## config.mk

```make
export PLATFORM = sky130hd
export DESIGN_NAME = uart_rx_massiv_parser_flat
export DESIGN_NICKNAME = d
export VERILOG_FILES = /design/src/rtl/uart_massiv_pkg.sv /design/src/rtl/uart_rx_massiv_parser_if.sv /design/src/rtl/uart_rx.sv /design/src/rtl/uart_rx_massiv_parser.sv /design/src/flat_wrapper.sv
export SDC_FILE = /design/constraint.sdc
export NUM_CORES = 1
export LEC_CHECK = 0
export CELL_PAD_IN_SITES_DETAIL_PLACEMENT = 0
export CELL_PAD_IN_SITES_GLOBAL_PLACEMENT = 2
export CORE_AREA = 2 2 128 130
export CTS_CLUSTER_DIAMETER = 60
export DETAILED_ROUTE_END_ITERATION = 7
export DIE_AREA = 0 0 130 132
export GPL_ROUTABILITY_DRIVEN = 0
export PLACE_DENSITY = 0.77
export SYNTH_ARGS = -nofsm -noshare
export SYNTH_HDL_FRONTEND = slang
export SYNTH_SLANG_ARGS = --single-unit
```

## constraint.sdc

```tcl
create_clock -name clk -period 3.4 [get_ports clk]
set_input_delay 0.85 -clock clk [delete_from_list [all_inputs] [get_ports clk]]
set_output_delay 0.85 -clock clk [all_outputs]
set_load 0.1 [all_outputs]
```

## src/rtl/uart_massiv_pkg.sv

```systemverilog
// Shared definitions for the block-transfer UART link: frame header bytes,
// parser/receiver state encodings, error codes and the default frame length.
package uart_massiv_pkg;

   localparam logic [7:0] HDR_BYTE0 = 8'h23;
   localparam logic [7:0] HDR_BYTE1 = 8'h0A;
   localparam logic [7:0] HDR_BYTE2 = 8'h3A;

   localparam int DEFAULT_N_WORDS = 1025;

   typedef enum logic [2:0] {
      ST_IDLE,
      ST_HDR1,
      ST_HDR2,
      ST_DATA_HI,
      ST_DATA_LO,
      ST_CRC_HI,
      ST_CRC_LO
   } parser_state_t;

   typedef enum logic [1:0] {
      ERR_NONE     = 2'd0,
      ERR_STOP     = 2'd1,
      ERR_TIMEOUT  = 2'd2,
      ERR_CHECKSUM = 2'd3
   } err_code_t;

   typedef enum logic [1:0] {
      RX_IDLE,
      RX_START,
      RX_DATA,
      RX_STOP
   } rx_state_t;

   // Additive checksum step; carries out of bit 15 are dropped.
   function automatic logic [15:0] sum16(input logic [15:0] acc, input logic [15:0] word);
      return acc + word;
   endfunction

endpackage

```

## src/rtl/uart_rx_massiv_parser_if.sv

```systemverilog
// Word/frame output bundle of the massiv frame parser toward its sink.
interface uart_rx_massiv_parser_if;
   logic [15:0] word_data;
   logic        word_valid;
   logic [10:0] word_index;
   logic        frame_ok;
   logic        frame_err;
   logic [1:0]  err_code;
   logic        busy;

   modport master (
      output word_data, word_valid, word_index, frame_ok, frame_err, err_code, busy
   );

   modport slave (
      input word_data, word_valid, word_index, frame_ok, frame_err, err_code, busy
   );
endinterface

```

## src/rtl/uart_rx.sv

```systemverilog
// 8N1 byte receiver: synchronises rx, samples bits at their centres and
// reports each byte with either a byte_valid or a byte_ferr pulse.
module uart_rx
   import uart_massiv_pkg::*;
#(
   parameter int CLKS_PER_BIT = 434
) (
   input  logic       clk,
   input  logic       rst_n,
   input  logic       rx,
   output logic [7:0] data,
   output logic       byte_valid,
   output logic       byte_ferr
);

   localparam int             CW      = $clog2(CLKS_PER_BIT + 1);
   localparam logic [CW-1:0]  HALF_M1 = CW'(CLKS_PER_BIT / 2 - 1);
   localparam logic [CW-1:0]  FULL_M1 = CW'(CLKS_PER_BIT - 1);

   logic [1:0]    sync_reg;
   logic          rx_prev_reg;
   logic          rx_s;
   logic          fall;

   rx_state_t     state_reg, state_next;
   logic [CW-1:0] cnt_reg, cnt_next;
   logic [2:0]    bit_idx_reg, bit_idx_next;
   logic          valid_reg, valid_next;
   logic          ferr_reg, ferr_next;
   logic          sample_data;
   logic [7:0]    bit_en;
   logic [7:0]    data_reg;

   assign rx_s = sync_reg[1];
   assign fall = rx_prev_reg & ~rx_s;

   // Synchroniser idles high so reset never looks like a start bit.
   always_ff @(posedge clk or negedge rst_n) begin
      if (!rst_n) begin
         sync_reg    <= 2'b11;
         rx_prev_reg <= 1'b1;
      end else begin
         sync_reg    <= {sync_reg[0], rx};
         rx_prev_reg <= rx_s;
      end
   end

   always_ff @(posedge clk or negedge rst_n) begin
      if (!rst_n) begin
         state_reg   <= RX_IDLE;
         cnt_reg     <= '0;
         bit_idx_reg <= '0;
         valid_reg   <= 1'b0;
         ferr_reg    <= 1'b0;
      end else begin
         state_reg   <= state_next;
         cnt_reg     <= cnt_next;
         bit_idx_reg <= bit_idx_next;
         valid_reg   <= valid_next;
         ferr_reg    <= ferr_next;
      end
   end

   always_comb begin
      state_next   = state_reg;
      cnt_next     = cnt_reg + 1'b1;
      bit_idx_next = bit_idx_reg;
      valid_next   = 1'b0;
      ferr_next    = 1'b0;
      sample_data  = 1'b0;
      case (state_reg)
         RX_IDLE: begin
            cnt_next = '0;
            if (fall) state_next = RX_START;
         end
         RX_START: begin
            if (cnt_reg == HALF_M1) begin
               cnt_next     = '0;
               bit_idx_next = '0;
               // A glitch that is gone by mid start bit is dropped silently.
               state_next   = rx_s ? RX_IDLE : RX_DATA;
            end
         end
         RX_DATA: begin
            if (cnt_reg == FULL_M1) begin
               cnt_next    = '0;
               sample_data = 1'b1;
               if (bit_idx_reg == 3'd7) state_next = RX_STOP;
               else                     bit_idx_next = bit_idx_reg + 3'd1;
            end
         end
         RX_STOP: begin
            if (cnt_reg == FULL_M1) begin
               cnt_next   = '0;
               valid_next = rx_s;
               ferr_next  = ~rx_s;
               state_next = RX_IDLE;
            end
         end
         default: state_next = RX_IDLE;
      endcase
   end

   for (genvar gi = 0; gi < 8; gi++) begin : g_bit_en
      assign bit_en[gi] = sample_data && (bit_idx_reg == 3'(gi));
   end

   always_ff @(posedge clk or negedge rst_n) begin
      if (!rst_n) data_reg <= '0;
      else        data_reg <= (data_reg & ~bit_en) | (bit_en & {8{rx_s}});
   end

   assign data       = data_reg;
   assign byte_valid = valid_reg;
   assign byte_ferr  = ferr_reg;

endmodule

```

## src/rtl/uart_rx_massiv_parser.sv

```systemverilog
// Frame parser: locks onto 0x23 0x0A 0x3A, emits N_WORDS big-endian words
// and verifies the trailing 16-bit additive checksum.
module uart_rx_massiv_parser
   import uart_massiv_pkg::*;
#(
   parameter int CLKS_PER_BIT = 434,
   parameter int N_WORDS      = DEFAULT_N_WORDS,
   parameter int TIMEOUT_CYC  = 100000
) (
   input  logic                      clk,
   input  logic                      rst_n,
   input  logic                      rx,
   uart_rx_massiv_parser_if.master   wif
);

   localparam int             TW      = $clog2(TIMEOUT_CYC + 1);
   localparam logic [TW-1:0]  TMO_M1  = TW'(TIMEOUT_CYC - 1);
   localparam logic [10:0]    LAST_IX = 11'(N_WORDS - 1);

   logic [7:0]    rx_data;
   logic          byte_valid;
   logic          byte_ferr;
   logic [15:0]   rx_word;

   parser_state_t state_reg, state_next;
   logic [7:0]    hi_reg, hi_next;
   logic [10:0]   count_reg, count_next;
   logic [15:0]   sum_reg, sum_next;
   logic [TW-1:0] tmo_reg, tmo_next;
   logic [15:0]   word_data_reg, word_data_next;
   logic [10:0]   word_index_reg, word_index_next;
   logic          word_valid_reg, word_valid_next;
   logic          frame_ok_reg, frame_ok_next;
   logic          frame_err_reg, frame_err_next;
   err_code_t     err_code_reg, err_code_next;

   uart_rx #(
      .CLKS_PER_BIT (CLKS_PER_BIT)
   ) u_uart_rx (
      .clk        (clk),
      .rst_n      (rst_n),
      .rx         (rx),
      .data       (rx_data),
      .byte_valid (byte_valid),
      .byte_ferr  (byte_ferr)
   );

   assign rx_word = {hi_reg, rx_data};

   always_ff @(posedge clk or negedge rst_n) begin
      if (!rst_n) begin
         state_reg      <= ST_IDLE;
         hi_reg         <= '0;
         count_reg      <= '0;
         sum_reg        <= '0;
         tmo_reg        <= '0;
         word_data_reg  <= '0;
         word_index_reg <= '0;
         word_valid_reg <= 1'b0;
         frame_ok_reg   <= 1'b0;
         frame_err_reg  <= 1'b0;
         err_code_reg   <= ERR_NONE;
      end else begin
         state_reg      <= state_next;
         hi_reg         <= hi_next;
         count_reg      <= count_next;
         sum_reg        <= sum_next;
         tmo_reg        <= tmo_next;
         word_data_reg  <= word_data_next;
         word_index_reg <= word_index_next;
         word_valid_reg <= word_valid_next;
         frame_ok_reg   <= frame_ok_next;
         frame_err_reg  <= frame_err_next;
         err_code_reg   <= err_code_next;
      end
   end

   always_comb begin
      state_next      = state_reg;
      hi_next         = hi_reg;
      count_next      = count_reg;
      sum_next        = sum_reg;
      tmo_next        = (state_reg == ST_IDLE) ? '0 : tmo_reg + 1'b1;
      word_data_next  = word_data_reg;
      word_index_next = word_index_reg;
      word_valid_next = 1'b0;
      frame_ok_next   = 1'b0;
      frame_err_next  = 1'b0;
      err_code_next   = err_code_reg;

      // A byte arriving in the timeout cycle takes priority and restarts the count.
      if (byte_valid) begin
         tmo_next = '0;
         case (state_reg)
            ST_IDLE: begin
               if (rx_data == HDR_BYTE0) state_next = ST_HDR1;
            end
            ST_HDR1: begin
               if      (rx_data == HDR_BYTE1) state_next = ST_HDR2;
               else if (rx_data == HDR_BYTE0) state_next = ST_HDR1;
               else                           state_next = ST_IDLE;
            end
            ST_HDR2: begin
               if (rx_data == HDR_BYTE2) begin
                  state_next = ST_DATA_HI;
                  count_next = '0;
                  sum_next   = '0;
               end else if (rx_data == HDR_BYTE0) begin
                  state_next = ST_HDR1;
               end else begin
                  state_next = ST_IDLE;
               end
            end
            ST_DATA_HI: begin
               hi_next    = rx_data;
               state_next = ST_DATA_LO;
            end
            ST_DATA_LO: begin
               word_data_next  = rx_word;
               word_index_next = count_reg;
               word_valid_next = 1'b1;
               sum_next        = sum16(sum_reg, rx_word);
               if (count_reg == LAST_IX) begin
                  state_next = ST_CRC_HI;
               end else begin
                  count_next = count_reg + 11'd1;
                  state_next = ST_DATA_HI;
               end
            end
            ST_CRC_HI: begin
               hi_next    = rx_data;
               state_next = ST_CRC_LO;
            end
            ST_CRC_LO: begin
               if (rx_word == sum_reg) begin
                  frame_ok_next = 1'b1;
               end else begin
                  frame_err_next = 1'b1;
                  err_code_next  = ERR_CHECKSUM;
               end
               state_next = ST_IDLE;
            end
            default: state_next = ST_IDLE;
         endcase
      end else if (byte_ferr && state_reg != ST_IDLE) begin
         frame_err_next = 1'b1;
         err_code_next  = ERR_STOP;
         state_next     = ST_IDLE;
      end else if (state_reg != ST_IDLE && tmo_reg == TMO_M1) begin
         frame_err_next = 1'b1;
         err_code_next  = ERR_TIMEOUT;
         state_next     = ST_IDLE;
      end
   end

   assign wif.word_data  = word_data_reg;
   assign wif.word_valid = word_valid_reg;
   assign wif.word_index = word_index_reg;
   assign wif.frame_ok   = frame_ok_reg;
   assign wif.frame_err  = frame_err_reg;
   assign wif.err_code   = err_code_reg;
   assign wif.busy       = (state_reg != ST_IDLE);

endmodule

```

## src/flat_wrapper.sv

```systemverilog
// flat-port wrapper written by rule: the top's interface ports become plain ports
module uart_rx_massiv_parser_flat import uart_massiv_pkg::*;
#(
   parameter int CLKS_PER_BIT = 434,
   parameter int N_WORDS      = DEFAULT_N_WORDS,
   parameter int TIMEOUT_CYC  = 100000
)
  (clk, rst_n, rx, wif_word_data, wif_word_valid, wif_word_index, wif_frame_ok, wif_frame_err, wif_err_code, wif_busy);
  uart_rx_massiv_parser_if wif_i ();
  input  logic clk;
  input  logic rst_n;
  input  logic rx;
  output wire logic [$bits(wif_i.word_data)-1:0] wif_word_data;
  output wire logic [$bits(wif_i.word_valid)-1:0] wif_word_valid;
  output wire logic [$bits(wif_i.word_index)-1:0] wif_word_index;
  output wire logic [$bits(wif_i.frame_ok)-1:0] wif_frame_ok;
  output wire logic [$bits(wif_i.frame_err)-1:0] wif_frame_err;
  output wire logic [$bits(wif_i.err_code)-1:0] wif_err_code;
  output wire logic [$bits(wif_i.busy)-1:0] wif_busy;
  assign wif_word_data = wif_i.word_data;
  assign wif_word_valid = wif_i.word_valid;
  assign wif_word_index = wif_i.word_index;
  assign wif_frame_ok = wif_i.frame_ok;
  assign wif_frame_err = wif_i.frame_err;
  assign wif_err_code = wif_i.err_code;
  assign wif_busy = wif_i.busy;
  uart_rx_massiv_parser #(.CLKS_PER_BIT(CLKS_PER_BIT), .N_WORDS(N_WORDS), .TIMEOUT_CYC(TIMEOUT_CYC)) u_core (.clk(clk), .rst_n(rst_n), .rx(rx), .wif(wif_i));
endmodule
```

# After elaboration in Yosys (flattened, before gate mapping)
# Index checks and enable logic that the tools add are counted.
[word_totals] in_bits=3 register_bits=114
[classes] n_bitwise=6 eq_ne=35 reduce_logical=27 muxes=51 addsub=5
[op_table] cell="$mux W17" count=2
[op_table] cell="$pmux W16 S2" count=1
[op_table] cell="$mux W3" count=9
[op_table] cell="$pmux W9 S3" count=1
[op_table] cell="$mux W2" count=12
[op_table] cell="$mux W11" count=2
[op_table] cell="$pmux W11 S2" count=1
[op_table] cell="$eq A3 B3 Y1 const B" count=7
[op_table] cell="$mux W9" count=2
[op_table] cell="$pmux W3 S6" count=1
[op_table] cell="$add A17 B1 Y17 const B" count=1
[op_table] cell="$eq A17 B17 Y1 const B" count=1
[op_table] cell="$mux W1" count=17
[op_table] cell="$add A16 B16 Y16" count=1
[op_table] cell="$and A8 B8 Y8" count=2
[op_table] cell="$eq A16 B16 Y1" count=1
[op_table] cell="$eq A8 B6 Y1 const B" count=2
[op_table] cell="$mux W16" count=1
[op_table] cell="$ne A2 B2 Y1 const B" count=8
[op_table] cell="$eq A3 B2 Y1 const B" count=4
[op_table] cell="$add A11 B1 Y11 const B" count=1
[op_table] cell="$eq A11 B11 Y1 const B" count=1
[op_table] cell="$logic_and A1 B1 Y1" count=10
[op_table] cell="$add A9 B1 Y9 const B" count=1
[op_table] cell="24 further kinds" count=35

# Depth between registers and ports, before layout
[logic_depth] word_depth=7 ltp_mapped=9 ltp_nobuf=9

# By module
# A second synthesis with hierarchy kept.
[hier_totals] hier_cells=604 hier_area_um2=5920.7
[by_module_without_submodules] mod="uart_rx_massiv_parser" cells_per_inst=486 seq_area_each_um2=2177.1 instances=1 area_per_inst_um2=4525.6
[by_module_without_submodules] mod="uart_rx" cells_per_inst=118 seq_area_each_um2=679.4 instances=1 area_per_inst_um2=1395.1

# Worst setup path after synthesis
# OpenSTA, ideal clock, no wires.
[synth_timing] kind="register to output" from="register u_core.state_reg[2]" to="output wif_busy" arrival_ns=1.600 stages_incl_launch_ff=4 path_buffers=2 setup_slack_ns=0.950 required_ns=2.550 cell_sequence="dfrtp_1 clkbuf_1 or3_1 clkbuf_1"
[synth_via] elab_chain_cells=1
[synth_rtl] element="from (decl)" line_no="uart_rx_massiv_parser.sv:25" source="parser_state_t state_reg, state_next;"
[synth_rtl] element="from (signal assigned)" line_no="uart_rx_massiv_parser.sv:64" source="state_reg <= state_next;"
[synth_rtl] element="$reduce_bool A3 Y1" line_no="uart_rx_massiv_parser.sv:162" source="assign wif.busy = (state_reg != ST_IDLE);"
[synth_rtl] element="to (decl)" line_no="flat_wrapper.sv:19" source="output wire logic [$bits(wif_i.busy)-1:0] wif_busy;"
# No other way between the ends.

==> key figures <==
Power and ir drop
  • Psw: 0.000747 W
  • Leak pwr: 3.27 nW
  • Int Power: 0.00273 W
  • Switching part of the total power: 21.5%
  • Peak supply drop: 0.000382 V
  • Clk pwr share: 54.6%
  • Sequential share of power: 40.8%
  • Combinational share of power: 4.6%
  • Tot Pwr: 0.00348 W
  • Power per standard cell area: 498 mW/mm^2

STA
  • Final worst-path cycle share: 78.6%
  • Maximum clock frequency: 0.374 GHz
  • Hold Fails Final Rpt: 0
  • Clock skew: 0.00795 ns
  • Tmin final: 2.67 ns
  • PnR worst setup slack: 0.728 ns
  • Max Slew Vio Count: 0
  • Final setup vio count: 0
  • Worst Tran Pin Value: 0.917 ns
  • RSZ-0062 raised after global routing: no
  • Post-route setup TNS: 0 ns
  • Slew HR: 38.9%

Global routing
  • Met2 usage: 26.9%
  • Gr ovfl total: 0
  • Initial antenna violation count: 0
  • Layer with the highest usage: met2
  • Vias in the first global route: 4,511
  • Largest net degree at the start of global routing: 54
  • First-pass GRT wire length: 22.9 mm
  • Met3 GRT Util: 4.75%
  • Total Routing Usage GR: 17.0%
  • M1 GR Usage: 23.0%

Final layout
  • Area delta synth->final: 19.0%
  • Most frequent cells in the layout: nand2_1 (135), dfrtp_1 (111), nor2_1 (52)
  • Max reg flops: 17
  • Fin cells: 885
  • Commonest non-fill, non-tap cell in the layout: nand2_1
  • # nets final: 687
  • Ratio of cells with drive above 1 in the final layout: 14.3%
  • Util after Layout: 44.4%
  • # diodes: 0

Floorplanning
  • Die height: 132 um
  • Placement row count: 46
  • Top-Level Pins: 36
  • DIE AREA: 0.0172 mm^2
  • Die W: 130 um
  • Core area: 0.0157 mm^2
  • Starting density of the core: 37.3%

CTS
  • Post-CTS setup buffer count: 0
  • Cts bufs inserted: 17
  • Worst skew pair latency: 0.41 ns
  • Clock Pin Slew Worst Setup and Hold Paths: 0.06 ns
  • Sink Count: 114
  • Clk buf depth: 2
  • Hold-fix buffers at CTS: 0
  • CTS tree: yes
  • H-tree levels: 4
  • Post-cts resize count: 0
  • CTS root buf: clkbuf_16

Yosys
  • Synth Area per Inst: 9.48 um^2
  • Top cell type by total area after synthesis: dfrtp_1
  • EDFF count, synth: 0
  • Syn nets: 650
  • Asr flop ratio synth: 100%
  • Sequential fraction of the synthesis area: 48.7%
  • Post-Syn Area: 0.00587 mm^2
  • Multiplexer share of the synthesized area: 3.33%
  • Post-synth cell types: 68
  • Area share of the largest cell type after synthesis: 47.3%
  • Syn Inst Count: 619
  • Main flop type after synthesis: dfrtp_1
  • Compound-Gate Fraction of Synth Area: 11.7%
  • Simple-Gate Fraction of Synth Area: 22.4%
  • Synth top area cells: dfrtp_1 (47%), nand2_1 (8.6%), ha_1 (5.8%)
  • Seq cells post-synth: 114
  • Largest family of logic cells by synthesized area: simple AND/OR/NAND/NOR gates
  • Adder-cell share of the synthesized area: 6.10%
  • Synth Area in XOR/XNOR: 4.78%
  • Yosys warns: 0

Run status
  • Status: completed

Placed design
  • Placed Instances: 853
  • Port bufs: 35
  • Place WS: 0.768 ns
  • Dpl hpwl: 9.37 mm

Routing
  • Wire per inst: 15.3 um
  • Wirelength, routed: 13.6 mm
  • Remaining antenna violation count: 0
  • DR vias/cell: 5.17
  • Pre-Repair DR Iteration Count: 5
  • Residual DRC count: 0
  • Initial DRC count: 232
  • Via count: 4,574

Run
  • Max Cap Violations: 0

Critical path
  • Crit path DAT: 2.97 ns
  • WS Path Type: reg -> reg
  • Worst Setup End Kind: flop
  • Crit-path max FO: 6
  • CP startpoint kind: flop
  • FF-to-FF setup slack: 0.73 ns
  • CP Data Required Time: 3.70 ns

Hold path
  • Hold wc startpoint: u_core.u_uart_rx.sync_reg[0]
  • Hold WC Path Type: reg -> reg
==> logic make-up after synthesis <==
group / after synthesis
AOI/OAI and AO/OA: 103
and+or+nand+nor: 281
buffers and inverters: 44
adders and majority gates: 28
muxes: 17
DFF: 114
xor gates and xnor gates: 32
==> worst paths after layout <==
| path | end | cells after the start |
|---|---|---|
| min in group asynchronous | u_core.wif.word_valid | 1 |
| setup / recovery | u_core.sum_reg[14] | 9 |
| hold reg to reg | u_core.u_uart_rx.sync_reg[1] | 0 |
| hold / removal | u_core.u_uart_rx.sync_reg[1] | 0 |
| setup reg to reg | u_core.sum_reg[14] | 9 |
| max in group asynchronous | asynchronous set/reset pin | 2 |
==> cell usage after synthesis (all sizes together), types with 3 or more instances <==
cell / count
or3: 8
nand4: 9
mux2: 14
o31ai: 5
and3: 6
a31oi: 3
a21o: 4
nor3: 11
nand3: 21
ha: 27
nor4: 5
a211oi: 7
o21ai: 34
nand2b: 7
or4: 3
clkbuf: 16
a21oi: 20
dfrtp: 111
a22o: 4
dfstp: 3
o21bai: 3
nand2: 135
inv: 22
xor2: 15
xnor2: 17
nor2: 52
o21a: 3
buf: 6
mux2i: 3
or2: 3
nor2b: 3
==> cell type report <==
type	count	area, um^2
Timing Repair Buffer	40	315
Clock buffer	19	433
Tap cell	216	270
Clock inverter	13	190
Fill cell	1539	8730
Sequential cell	114	2860
Multi-Input combinational cell	461	2830
Inverter	22	82.6
==> critical path, stage by stage, from the launching register on <==
cell	delay [ns]
dfrtp_1	0.41
ha_1	0.21
inv_1	0.06
fa_1	0.36
and2b_1	0.22
o21ai_0	0.11
a21o_1	0.26
a2111oi_0	0.49
o21ai_0	0.15
a32o_1	0.27
==> routing by layer <==
metal	share of wire [%]	vias up	wire length [um]
li1	-	2230	-
met1	48	2242	6510
met2	47	91	6410
met3	3.9	11	536
met4	0.99	0	134
met5	0	-	0
==> power groups by stage <==
| stage | Sequential [W] | Combinational (W) | Clock (W) |
|---|---|---|---|
| after floorplan | 0.00144 | 0.000111 | 0 |
| after global placement | 0.00144 | 0.000158 | 0 |
| after detailed placement | 0.00144 | 0.000162 | 0 |
| after CTS | 0.00142 | 0.000165 | 0.00194 |
| after global routing | 0.00142 | 0.000184 | 0.00202 |
| final | 0.00142 | 0.000159 | 0.00190 |
==> per-stage QoR <==
stage | cell area (um^2) | hold slack, ns
2_1_floorplan | 5870 | 0.345
3_3_place_gp | 6360 | 0.348
3_5_place_dp | 6360 | 0.348
4_1_cts | 6980 | 0.357
5_1_grt | 6980 | 0.362
6_report | 6980 | 0.355
Note: power is estimated with default switching activity, not from simulation.
